## src/rtl/decode_hazard_ctrl.sv

```systemverilog
// Decode-stage issue controller for the 5-stage RV32I pipeline: per-register
// pending-write scoreboard, RAW/full stall, branch flush, writeback clear.
// Latency: stall/issue/flush combinational; scoreboard updates on the next clock.
// Backpressure: id_stall holds PC and IF/ID; ex_br_taken overrides any stall.
// Build option: `define DECODE_HAZARD_FWD_EN selects load-use-only RAW stalling
// (EX/MEM->EX forwarding present); the scoreboard still drives busy_mask/full/sb_err.
// Ports: clk/reset (sync, active-high); id_* decode request; ex_br_taken;
// wb_regwrite/wb_rd writeback; id_issue/id_stall/if_flush/id_flush control;
// busy_mask, stall_cycles, sb_err status.
module decode_hazard_ctrl #(
    parameter int NREG        = 32,
    parameter int PEND_W      = 2,
    parameter int STALL_CNT_W = 16
) (
    input  logic                   clk,
    input  logic                   reset,
    input  logic                   id_valid,
    input  logic [4:0]             id_rs1,
    input  logic [4:0]             id_rs2,
    input  logic                   id_rs1_used,
    input  logic                   id_rs2_used,
    input  logic [4:0]             id_rd,
    input  logic                   id_regwrite,
    input  logic                   id_memread,
    input  logic                   ex_br_taken,
    input  logic                   wb_regwrite,
    input  logic [4:0]             wb_rd,
    output logic                   id_issue,
    output logic                   id_stall,
    output logic                   if_flush,
    output logic                   id_flush,
    output logic [NREG-1:0]        busy_mask,
    output logic [STALL_CNT_W-1:0] stall_cycles,
    output logic                   sb_err
);

    localparam logic [PEND_W-1:0]      CNT_MAX   = '1;
    localparam logic [PEND_W-1:0]      CNT_ONE   = PEND_W'(1);
    localparam logic [STALL_CNT_W-1:0] STALL_MAX = '1;

    logic [PEND_W-1:0]      cnt_q [NREG];
    logic [PEND_W-1:0]      cnt_d [NREG];
    logic [STALL_CNT_W-1:0] stall_cycles_q, stall_cycles_d;
    logic                   sb_err_q, sb_err_d;

    logic hazard1, hazard2, full;
    logic inc, dec;

`ifdef DECODE_HAZARD_FWD_EN
    // Only a load in EX cannot be forwarded; everything else reaches EX in time.
    logic       ld_pend_q, ld_pend_d;
    logic [4:0] ld_rd_q, ld_rd_d;

    always_comb begin
        hazard1   = ld_pend_q && id_rs1_used && (id_rs1 == ld_rd_q);
        hazard2   = ld_pend_q && id_rs2_used && (id_rs2 == ld_rd_q);
        ld_pend_d = id_issue && id_memread && (id_rd != 5'd0);
        ld_rd_d   = id_rd;
    end

    always_ff @(posedge clk) begin
        if (reset) begin
            ld_pend_q <= 1'b0;
            ld_rd_q   <= 5'd0;
        end else begin
            ld_pend_q <= ld_pend_d;
            ld_rd_q   <= ld_rd_d;
        end
    end
`else
    logic unused_memread;
    assign unused_memread = id_memread;

    // A pending write stalls the reader, except when the last outstanding
    // write is landing in the register file this very cycle (write-through).
    always_comb begin
        hazard1 = id_rs1_used && (id_rs1 != 5'd0) && (cnt_q[id_rs1] != '0) &&
                  !(wb_regwrite && (wb_rd == id_rs1) && (cnt_q[id_rs1] == CNT_ONE));
        hazard2 = id_rs2_used && (id_rs2 != 5'd0) && (cnt_q[id_rs2] != '0) &&
                  !(wb_regwrite && (wb_rd == id_rs2) && (cnt_q[id_rs2] == CNT_ONE));
    end
`endif

    always_comb begin
        dec  = wb_regwrite && (wb_rd != 5'd0);
        // A saturated counter may still accept a write if WB frees a slot now.
        full = id_regwrite && (id_rd != 5'd0) && (cnt_q[id_rd] == CNT_MAX) &&
               !(dec && (wb_rd == id_rd));

        if_flush = !reset && ex_br_taken;
        id_flush = !reset && ex_br_taken;
        id_stall = !reset && id_valid && !ex_br_taken && (hazard1 || hazard2 || full);
        id_issue = !reset && id_valid && !ex_br_taken && !id_stall;
        inc      = id_issue && id_regwrite && (id_rd != 5'd0);

        sb_err_d = sb_err_q || (dec && (cnt_q[wb_rd] == '0));

        cnt_d[0] = '0;
        for (int r = 1; r < NREG; r++) begin
            cnt_d[r] = cnt_q[r];
            if (inc && (id_rd == 5'(r)) && !(dec && (wb_rd == 5'(r)))) begin
                if (cnt_q[r] != CNT_MAX) cnt_d[r] = cnt_q[r] + CNT_ONE;
            end else if (dec && (wb_rd == 5'(r)) && !(inc && (id_rd == 5'(r)))) begin
                if (cnt_q[r] != '0) cnt_d[r] = cnt_q[r] - CNT_ONE;
            end
        end

        stall_cycles_d = stall_cycles_q;
        if (id_stall && (stall_cycles_q != STALL_MAX)) stall_cycles_d = stall_cycles_q + 1'b1;

        busy_mask = '0;
        for (int r = 1; r < NREG; r++) busy_mask[r] = (cnt_q[r] != '0);
    end

    always_ff @(posedge clk) begin
        if (reset) begin
            for (int r = 0; r < NREG; r++) cnt_q[r] <= '0;
            stall_cycles_q <= '0;
            sb_err_q       <= 1'b0;
        end else begin
            for (int r = 0; r < NREG; r++) cnt_q[r] <= cnt_d[r];
            stall_cycles_q <= stall_cycles_d;
            sb_err_q       <= sb_err_d;
        end
    end

    assign stall_cycles = stall_cycles_q;
    assign sb_err       = sb_err_q;

endmodule

```

## config.mk

```make
export PLATFORM = sky130hd
export DESIGN_NAME = decode_hazard_ctrl
export DESIGN_NICKNAME = d
export VERILOG_FILES = /design/src/rtl/decode_hazard_ctrl.sv
export SDC_FILE = /design/constraint.sdc
export NUM_CORES = 1
export LEC_CHECK = 0
export BUFFER_PORTS_ARGS = -buffer_cell sky130_fd_sc_hd__clkbuf_2
export CORE_ASPECT_RATIO = 0.6
export CORE_MARGIN = 10
export CORE_UTILIZATION = 30
export DETAILED_ROUTE_END_ITERATION = 8
export GPL_TIMING_DRIVEN = 0
export PLACE_DENSITY_LB_ADDON = 0.12
export SYNTH_ARGS = -nofsm -noshare
export SYNTH_HDL_FRONTEND = slang
export SYNTH_SLANG_ARGS = --single-unit
```

## constraint.sdc

```tcl
create_clock -name clk -period 3 [get_ports clk]
set_clock_uncertainty 0.05 [all_clocks]
set_input_delay 0.3 -clock clk [delete_from_list [all_inputs] [get_ports clk]]
set_output_delay 0.3 -clock clk [all_outputs]
set_load 0.02 [all_outputs]
```

==> results.cfg, run 1 <==
[grt]
first_global_vias = 8032
grt_max_degree = 13
antenna_found_initial = 0
grt_overflow = 0
grt_pass1_wl_um = 55400
grt.total_usage = 0.232

[worst_hold_path]
hp-class = in2reg

[drt]
drc = 0
dr_total_vias = 8986
drt_iter0_markers = 910
ant_nets = 0
totalWireLength_um = 38500
vias_per_cell = 6.21
wl_per_cell_um = 26.6
first_pass_iters = 5

[worst_setup_path]
crit_type = reg2reg
crit_chain = mux2_2, a221o_1, o211ai_1, and4_4, o221ai_4, buf_4, nor4_4, buf_4, mux2_4, or3_1
critPathBufInv = 2
critPathLaunchType = flop
slowest_stage = dfxtp_1
path_delay_family = simple AND/OR/NAND/NOR gates
crit_top_cell = buf_4
slowest_delay_ps = 410
cp.arrival_ps = 3340
crit_path_end_kind = flop
cp.required_ps = 3210
cp_max_fo = 7

[synth]
synth_top_family_by_area = simple AND/OR/NAND/NOR gates
synth_mux_area_frac = 0.168
synth-edff-count = 0
ys_seq_elements = 79
yosys.area_share.simple = 0.325
synthAdderAreaFrac = 0.00165
synth_top_area_share = 0.208
synthTopCellsByArea = dfxtp_1 21%, mux4_2 7.1%, mux2i_1 6.9%
synth_compound_area_frac = 0.212
yosysUniqueCellTypes = 83
syn_avg_cell_area_um2 = 7.60
ys_seq_area_frac = 0.208
synth_top_cell_by_area = dfxtp_1
synth_xor_area_frac = 0.0196
synth_fp_nets = 1028
synth_warnings = 0
synth_cells = 998
synth_area_mm2 = 0.00759
synth_flop_cell = dfxtp_1
async_flop_share = 0

[floorplanning]
placeableCoreArea_mm2 = 0.0246
rows = 44
die_w_um = 225
die_h_um = 143
dieArea_mm2 = 0.0323
ios = 82
start_util = 0.309

[cells_and_area]
diodes = 0
drive_gt1_frac = 0.304
area_growth_pct = 30.5
fillCellCount = 2584
nNetsFinal = 1150
seq_area_mm2 = 0.00165
multi_input_area_mm2 = 0.00609

[clocking]
ctsLongestPathBuffers = 2
ctsHoldBuffers = 0
clk_pin_slew_ps = 70
h-tree-depth = 3
cts_tree = yes
cts.sinks = 79
cts_buffers = 9
insertion_delay_ps = 380
clockRootBuffer = clkbuf_16

[timing]
slew_violations = 0
fin_ws_ps = -121
finalCritPeriodShare = 1.04
fin_crit_ps = 3120
hold_violations = 0
rsz0062_at_grt = true
setup_viol = 5
timing.fmax_mhz = 320
worst_pin_slew_ps = 1020
maxSlewHeadroom = 0.323

[pwr]
p_per_area_mw_per_mm2 = 308
vdd_ir_drop_max_v = 0.000257
p_total_mw = 3.05
p_leak_nw = 3.47

[placed_design]
place.gp.congestion = 1.05
dp_slack_ps = -1430
io_buffers = 68
hpwl_um = 29000

[run]
max-cap-violations = 0

[run_status]
outcome = finished, violations left
violations = setup timing
-- layout make-up --
type,instances,area share
timing repair buffer,119,0.0867
clock inverter,3,0.00657
multi-input combinational,803,0.615
sequential,79,0.166
buffer,69,0.0431
inverter,39,0.0153
clock buffer,13,0.0263
tap,322,0.0407
-- flip-flops by register name, summed over array words and instances, names as in the netlist --
signal and cells:
cnt_q 62, sb_err 1, stall_cycles 16
-- metal layers --
metal / wire length [um] / up-vias / global-route usage / share of wire
met4: 743 / 0 / 0.0584 / 0.019
met1: 18400 / 4421 / 0.336 / 0.48
met3: 4310 / 52 / 0.0861 / 0.11
met5: 0 / - / 0 / 0
met2: 15100 / 478 / 0.312 / 0.39
li1: - / 4035 / - / -
-- stage by stage --
step / instance area (um^2) / hold slack, ps / utilization / std cells / setup TNS (ps)
6_report: 9900 / 412 / 0.403 / 1447 / -373
4_1_cts: 9270 / 318 / 0.378 / 1429 / -693
3_3_place_gp: 8340 / 441 / 0.340 / 1388 / -71050
3_5_place_dp: 8340 / 443 / 0.340 / 1388 / -68620
2_1_floorplan: 7590 / 427 / - / 998 / 0
5_1_grt: 9900 / 430 / 0.403 / 1447 / -1010
-- repair_timing --
action                     in CTS  in global routing
gates cloned                    0                  1
buffers inserted               32                 20
setup endpoints to repair      80                 78
gates resized for setup        94                125
pin swaps                      18                 45
-- cell families after synthesis --
kind of cell,Yosys count
compound gates,225
xor+xnor,17
buf+inv,116
mux,95
flops,79
simple gates,464
other cells,1
fa+ha+maj,1
-- Yosys cell counts, types with 16 or more instances --
master	n
nor3_1	34
nor4_1	25
nor2b_1	19
clkbuf_1	47
nor2_1	95
or2_2	16
o22ai_1	16
inv_1	38
dfxtp_1	79
buf_2	18
nand3_1	44
a21oi_1	46
o21ai_0	29
o311ai_0	17
mux2_2	17
mux2i_1	52
mux4_2	24
nand2_1	116
-- power breakdown --
part           internal (mW)  switching (mW)  total (mW)
combinational          0.244           0.483       0.728
clock                  0.774           0.508        1.28
sequential              1.04         0.00326        1.04
total                   2.06           0.995        3.05
-- worst reg2reg max path, cell delays in order, from the launching register on --
cell	delay, ps
dfxtp_1	410
mux2_2	310
a221o_1	290
o211ai_1	140
and4_4	310
o221ai_4	200
buf_4	210
nor4_4	240
buf_4	200
mux2_4	300
or3_1	360
-- layout by cell type, fill, tap and decap left out, types with 18 or more instances in the layout --
cell	n
nand2_1	114
nor3_1	30
buf_4	44
mux4_2	24
nand3_1	43
inv_1	37
dfxtp_1	52
a21oi_1	40
nor4_4	18
o21ai_0	29
mux2i_1	51
clkbuf_2	73
clkbuf_1	32
nor2_1	92
-- worst paths after layout --
check | start | endpoint | slack, ps | depth (start not counted)
worst min register to register | stall_cycles[13]$_SDFFE_PP0P_ | stall_cycles[13]$_SDFFE_PP0P_ | 460 | 2
worst min-delay path | id_regwrite | cnt_q[24][0]$_SDFFE_PP0P_ | 410 | 5
worst max-delay path | cnt_q[1][0]$_SDFFE_PP0P_ | cnt_q[21][0]$_SDFFE_PP0P_ | -120 | 10
worst max register to register | cnt_q[1][0]$_SDFFE_PP0P_ | cnt_q[21][0]$_SDFFE_PP0P_ | -120 | 10
Note: power is estimated with default switching activity, not from simulation.
==> run 2: changes to the inputs <==
--- a/config.mk
+++ b/config.mk
@@ -10,7 +10,7 @@
 export CORE_MARGIN = 10
 export CORE_UTILIZATION = 30
 export DETAILED_ROUTE_END_ITERATION = 8
-export GPL_TIMING_DRIVEN = 0
+export GPL_TIMING_DRIVEN = 1
 export PLACE_DENSITY_LB_ADDON = 0.12
 export SYNTH_ARGS = -nofsm -noshare
 export SYNTH_HDL_FRONTEND = slang
==> results.cfg, run 2 (same netlist as run 1, synthesis figures left out) <==
[run]
max-cap-violations = 0

[cells_and_area]
final_area_mm2 = 0.0106
fillCellCount = 2522
multi_input_area_mm2 = 0.00589
area_growth_pct = 40.3
diodes = 0
final_util = 0.434
largest_register_ffs = 62
regMostFlops = cnt_q
final_cell_mix = 192 x buf_4, 114 x nand2_1, 94 x nor2_1
seq_area_mm2 = 0.00161
nNetsFinal = 1264
drive_gt1_frac = 0.367
mostFrequentLayoutCell = buf_4

[placed_design]
place.gp.congestion = 0.906
io_buffers = 79
dp_slack_ps = -321
hpwl_um = 27600
placed_area_mm2 = 0.00967

[clocking]
h-tree-depth = 3
cts.sinks = 79
insertion_delay_ps = 380
clockRootBuffer = clkbuf_16
clk_pin_slew_ps = 70
ctsHoldBuffers = 0
cts_tree = yes
cts_buffers = 9
ctsLongestPathBuffers = 2

[drt]
wl_met3_um = 3260
drt_iter0_markers = 936
wl_met2_um = 14200
drc = 0
ant_nets = 0
routed.top_layer = met4
totalWireLength_um = 35400
drt-met1-wl_um = 17500
dr_total_vias = 9029
wl_per_cell_um = 22.7
first_pass_iters = 6
vias_per_cell = 5.79

[worst_setup_path]
rr_worst_depth = 11
path_depth = 10
cp.required_ps = 2650
critPathLaunchType = flop
path_delay_family = compound AO/OA/AOI/OAI gates
cp_max_fo = 4
slowest_stage = mux4_2
cp.arrival_ps = 2760
crit_path_end_kind = output port
crit_type = reg2out
slowest_delay_ps = 450
critPathBufInv = 4
crit_chain = mux2i_1, mux4_2, or4_4, a221o_2, o211ai_4, o21ai_4, buf_12, buf_6, inv_4, buf_8

[pwr]
p_per_area_mw_per_mm2 = 270
vdd_ir_drop_max_v = 0.000244
p_leak_nw = 4.16

[grt]
first_global_vias = 8146
grt_pass1_wl_um = 52100
grt_overflow = 0
grt.total_usage = 0.214
antenna_found_initial = 0
grt_max_degree = 99

[timing]
hold_violations = 0
worst_pin_slew_ps = 728
maxSlewHeadroom = 0.513
timing.fmax_mhz = 322
rsz0062_at_grt = true
fin_ws_ps = -108
slew_violations = 0
fin_crit_ps = 3110
finalCritPeriodShare = 1.04
fin_hold_ws_ps = 418
setup_viol = 7

[run_status]
violations = setup timing
outcome = finished, violations left

[worst_hold_path]
hp-class = in2reg
whs_path_depth = 5

[floorplanning]
ios = 82
placeableCoreArea_mm2 = 0.0246
dieArea_mm2 = 0.0323
die_h_um = 143
start_util = 0.309
die_w_um = 225
rows = 44
run 2: cell types whose count changed in the layout (fill, tap and decap cells not counted), moves of 7 or more:
| cell | delta |
|---|---|
| buf_6 | +10 |
| buf_4 | +148 |
| dfxtp_1 | +17 |
| clkbuf_1 | -31 |
| dfxtp_2 | -13 |
| nor4_2 | +7 |
| buf_2 | -8 |
run 2: area by class of cell:
cell class,instances,share of cell area
multi-input cells,803,0.554
repair buffers,302,0.217
inverters,39,0.0140
clock buffers,12,0.0241
well taps,322,0.0378
clock inverters,3,0.00176
flip-flops and latches,79,0.152
run 2: worst min-delay path, cell delays in order:
cell	delay (ps)
clkbuf_2	120
nand3_1	140
nor4_1	90
o211ai_1	90
nand2_1	60
run 2: what timing repair did:
item	4_1_cts	5_1_grt
resized for setup	63	61
setup buffers	15	8
gates cloned	2	1
pin swaps	20	25
setup endpoints to repair	36	58
run 2: final timing paths:
check / start / to / slack [ps]
setup / recovery: cnt_q[11][1]$_SDFFE_PP0P_ / id_stall / -110
hold / removal: id_regwrite / cnt_q[2][0]$_SDFFE_PP0P_ / 420
setup reg to reg: cnt_q[11][1]$_SDFFE_PP0P_ / cnt_q[12][0]$_SDFFE_PP0P_ / -70
hold reg to reg: stall_cycles[13]$_SDFFE_PP0P_ / stall_cycles[13]$_SDFFE_PP0P_ / 440
run 2: power by group:
group | total, mW | switching, mW | internal [mW]
sequential | 1.05 | 0.00235 | 1.04
clock | 1.10 | 0.500 | 0.600
combinational | 0.727 | 0.434 | 0.293
run 2: layer usage:
layer	track usage	vias up
li1	-	4268
met1	0.316	4367
met2	0.293	368
met3	0.0703	26
met4	0.0361	0
met5	0	-
run 2: metrics by stage:
stage | cells | total power, mW | setup TNS, ps
6_report | 1560 | 2.87 | -388
5_1_grt | 1560 | 2.99 | -954
4_1_cts | 1555 | 2.86 | -1290
3_5_place_dp | 1523 | 1.69 | -9640
3_3_place_gp | 1523 | 1.69 | -9090
2_1_floorplan | 998 | 1.40 | 0
==> run 3: changes to the inputs <==
--- a/config.mk
+++ b/config.mk
@@ -8,7 +8,7 @@
 export BUFFER_PORTS_ARGS = -buffer_cell sky130_fd_sc_hd__clkbuf_2
 export CORE_ASPECT_RATIO = 0.6
 export CORE_MARGIN = 10
-export CORE_UTILIZATION = 30
+export CORE_UTILIZATION = 55
 export DETAILED_ROUTE_END_ITERATION = 8
 export GPL_TIMING_DRIVEN = 1
 export PLACE_DENSITY_LB_ADDON = 0.12
==> constraint.sdc (replaced) <==
create_clock -name clk -period 3.22 [get_ports clk]
set_clock_uncertainty 0.05 [all_clocks]
set_input_delay 0.322 -clock clk [delete_from_list [all_inputs] [get_ports clk]]
set_output_delay 0.322 -clock clk [all_outputs]
set_load 0.02 [all_outputs]
==> results.cfg, run 3 (same netlist as run 1, synthesis figures left out) <==
[run_status]
outcome = completed

[placed_design]
io_buffers = 79
post-place-cells = 1306
dp_slack_ps = -65.1
hpwl_um = 22300
placed_area_mm2 = 0.00892
place.gp.congestion = 1.04

[cells_and_area]
final_area_mm2 = 0.00930
area_growth_pct = 22.5
fillCellCount = 1154
multi_input_area_mm2 = 0.00554
drive_gt1_frac = 0.280
seq_area_mm2 = 0.00159
largest_register_ffs = 62
mostFrequentLayoutCell = buf_4
final_cell_mix = 128 x buf_4, 116 x nand2_1, 95 x nor2_1
nNetsFinal = 1175
layoutNonFillerInstCount = 1327
final_util = 0.685
regMostFlops = cnt_q

[worst_setup_path]
cp.arrival_ps = 2830
critPathLaunchType = flop
crit_type = reg2out
cp.required_ps = 2850
cp_max_fo = 24
r2r_slack_ps = 100
crit_path_end_kind = output port

[timing]
slew_violations = 0
finalCritPeriodShare = 0.993
hold_violations = 0
setup_viol = 0
fin_ws_ps = 22.1
rsz0062_at_grt = true
timing.fmax_mhz = 313
fin_crit_ps = 3200
worst_pin_slew_ps = 728
maxSlewHeadroom = 0.513

[clocking]
h-tree-depth = 3
cts_tree = yes
ctsHoldBuffers = 0
cts_buffers = 9
clk_pin_slew_ps = 70
ctsLongestPathBuffers = 2
cts.sinks = 79
insertion_delay_ps = 350
clockRootBuffer = clkbuf_16

[grt]
grt_max_degree = 67
grt_overflow = 0
grt.total_usage = 0.296
antenna_found_initial = 2
first_global_vias = 7937
grt_pass1_wl_um = 45000

[drt]
drt_iter0_markers = 1382
ant_nets = 0
vias_per_cell = 6.76
dr_total_vias = 8964
first_pass_iters = 9
drc = 0
wl_per_cell_um = 22.0
totalWireLength_um = 29200

[floorplanning]
rows = 33
ios = 82
die_h_um = 111
die_w_um = 172
dieArea_mm2 = 0.0190
start_util = 0.559
placeableCoreArea_mm2 = 0.0136

[pwr]
p_leak_nw = 3.59
vdd_ir_drop_max_v = 0.000275
p_per_area_mw_per_mm2 = 282

[run]
max-cap-violations = 0

[worst_hold_path]
hp-class = reg2reg
## run 3: where the power goes
| part | internal (mW) | switching [mW] | total (mW) |
|---|---|---|---|
| sequential | 0.977 | 0.00237 | 0.979 |
| combinational | 0.204 | 0.336 | 0.540 |
| clock | 0.619 | 0.487 | 1.11 |
| total | 1.80 | 0.825 | 2.63 |
## run 3: layout make-up
type                            instances  share of cell area
Sequential cell                        79               0.171
Antenna cell                            2            0.000538
Timing Repair Buffer                  213               0.159
Inverter                               39              0.0166
Clock buffer                            9              0.0242
Tap cell                              175              0.0235
Multi-Input combinational cell        803               0.595
Clock inverter                          7             0.00928
## run 3: worst paths after layout
check | start | end | cells after the start
min reg2reg | stall_cycles[13]$_SDFFE_PP0P_ | stall_cycles[13]$_SDFFE_PP0P_ | 2
max reg2reg | cnt_q[12][1]$_SDFFE_PP0P_ | cnt_q[15][0]$_SDFFE_PP0P_ | 11
max | cnt_q[12][1]$_SDFFE_PP0P_ | id_stall | 10
min | stall_cycles[13]$_SDFFE_PP0P_ | stall_cycles[13]$_SDFFE_PP0P_ | 2
## run 3: metal layers
metal  wire (um)  global-route usage  up-vias
met5           0                   0        -
met4         890              0.0981        0
met3        4460               0.113       75
met2       11600               0.390      674
met1       12300               0.422     4124
li1            -                   -     4091
## run 3: worst max-delay path: stages (launching register included)
cell and delay [ps]:
dfxtp_2 370, mux2i_1 80, mux4_2 470, or4_4 450, a221o_2 440, o211ai_2 110, buf_6 150, o21ai_2 60
buf_12 160, inv_8 60, buf_6 100
## run 3: metrics by stage
| stage | hold slack [ps] | total power [mW] | TNS [ps] |
|---|---|---|---|
| after global routing | 469 | 2.70 | -20.1 |
| final | 447 | 2.63 | 0 |
| after CTS | 446 | 2.60 | 0 |
| after floorplan | 427 | 1.30 | 0 |
| after global placement | 431 | 1.50 | -131 |
| after detailed placement | 432 | 1.51 | -355 |
## run 3: repair_timing
item                       CTS  global route
resized for setup            9            13
setup endpoints to repair    1             2
buffers inserted             0             3
pin swaps                    0             1
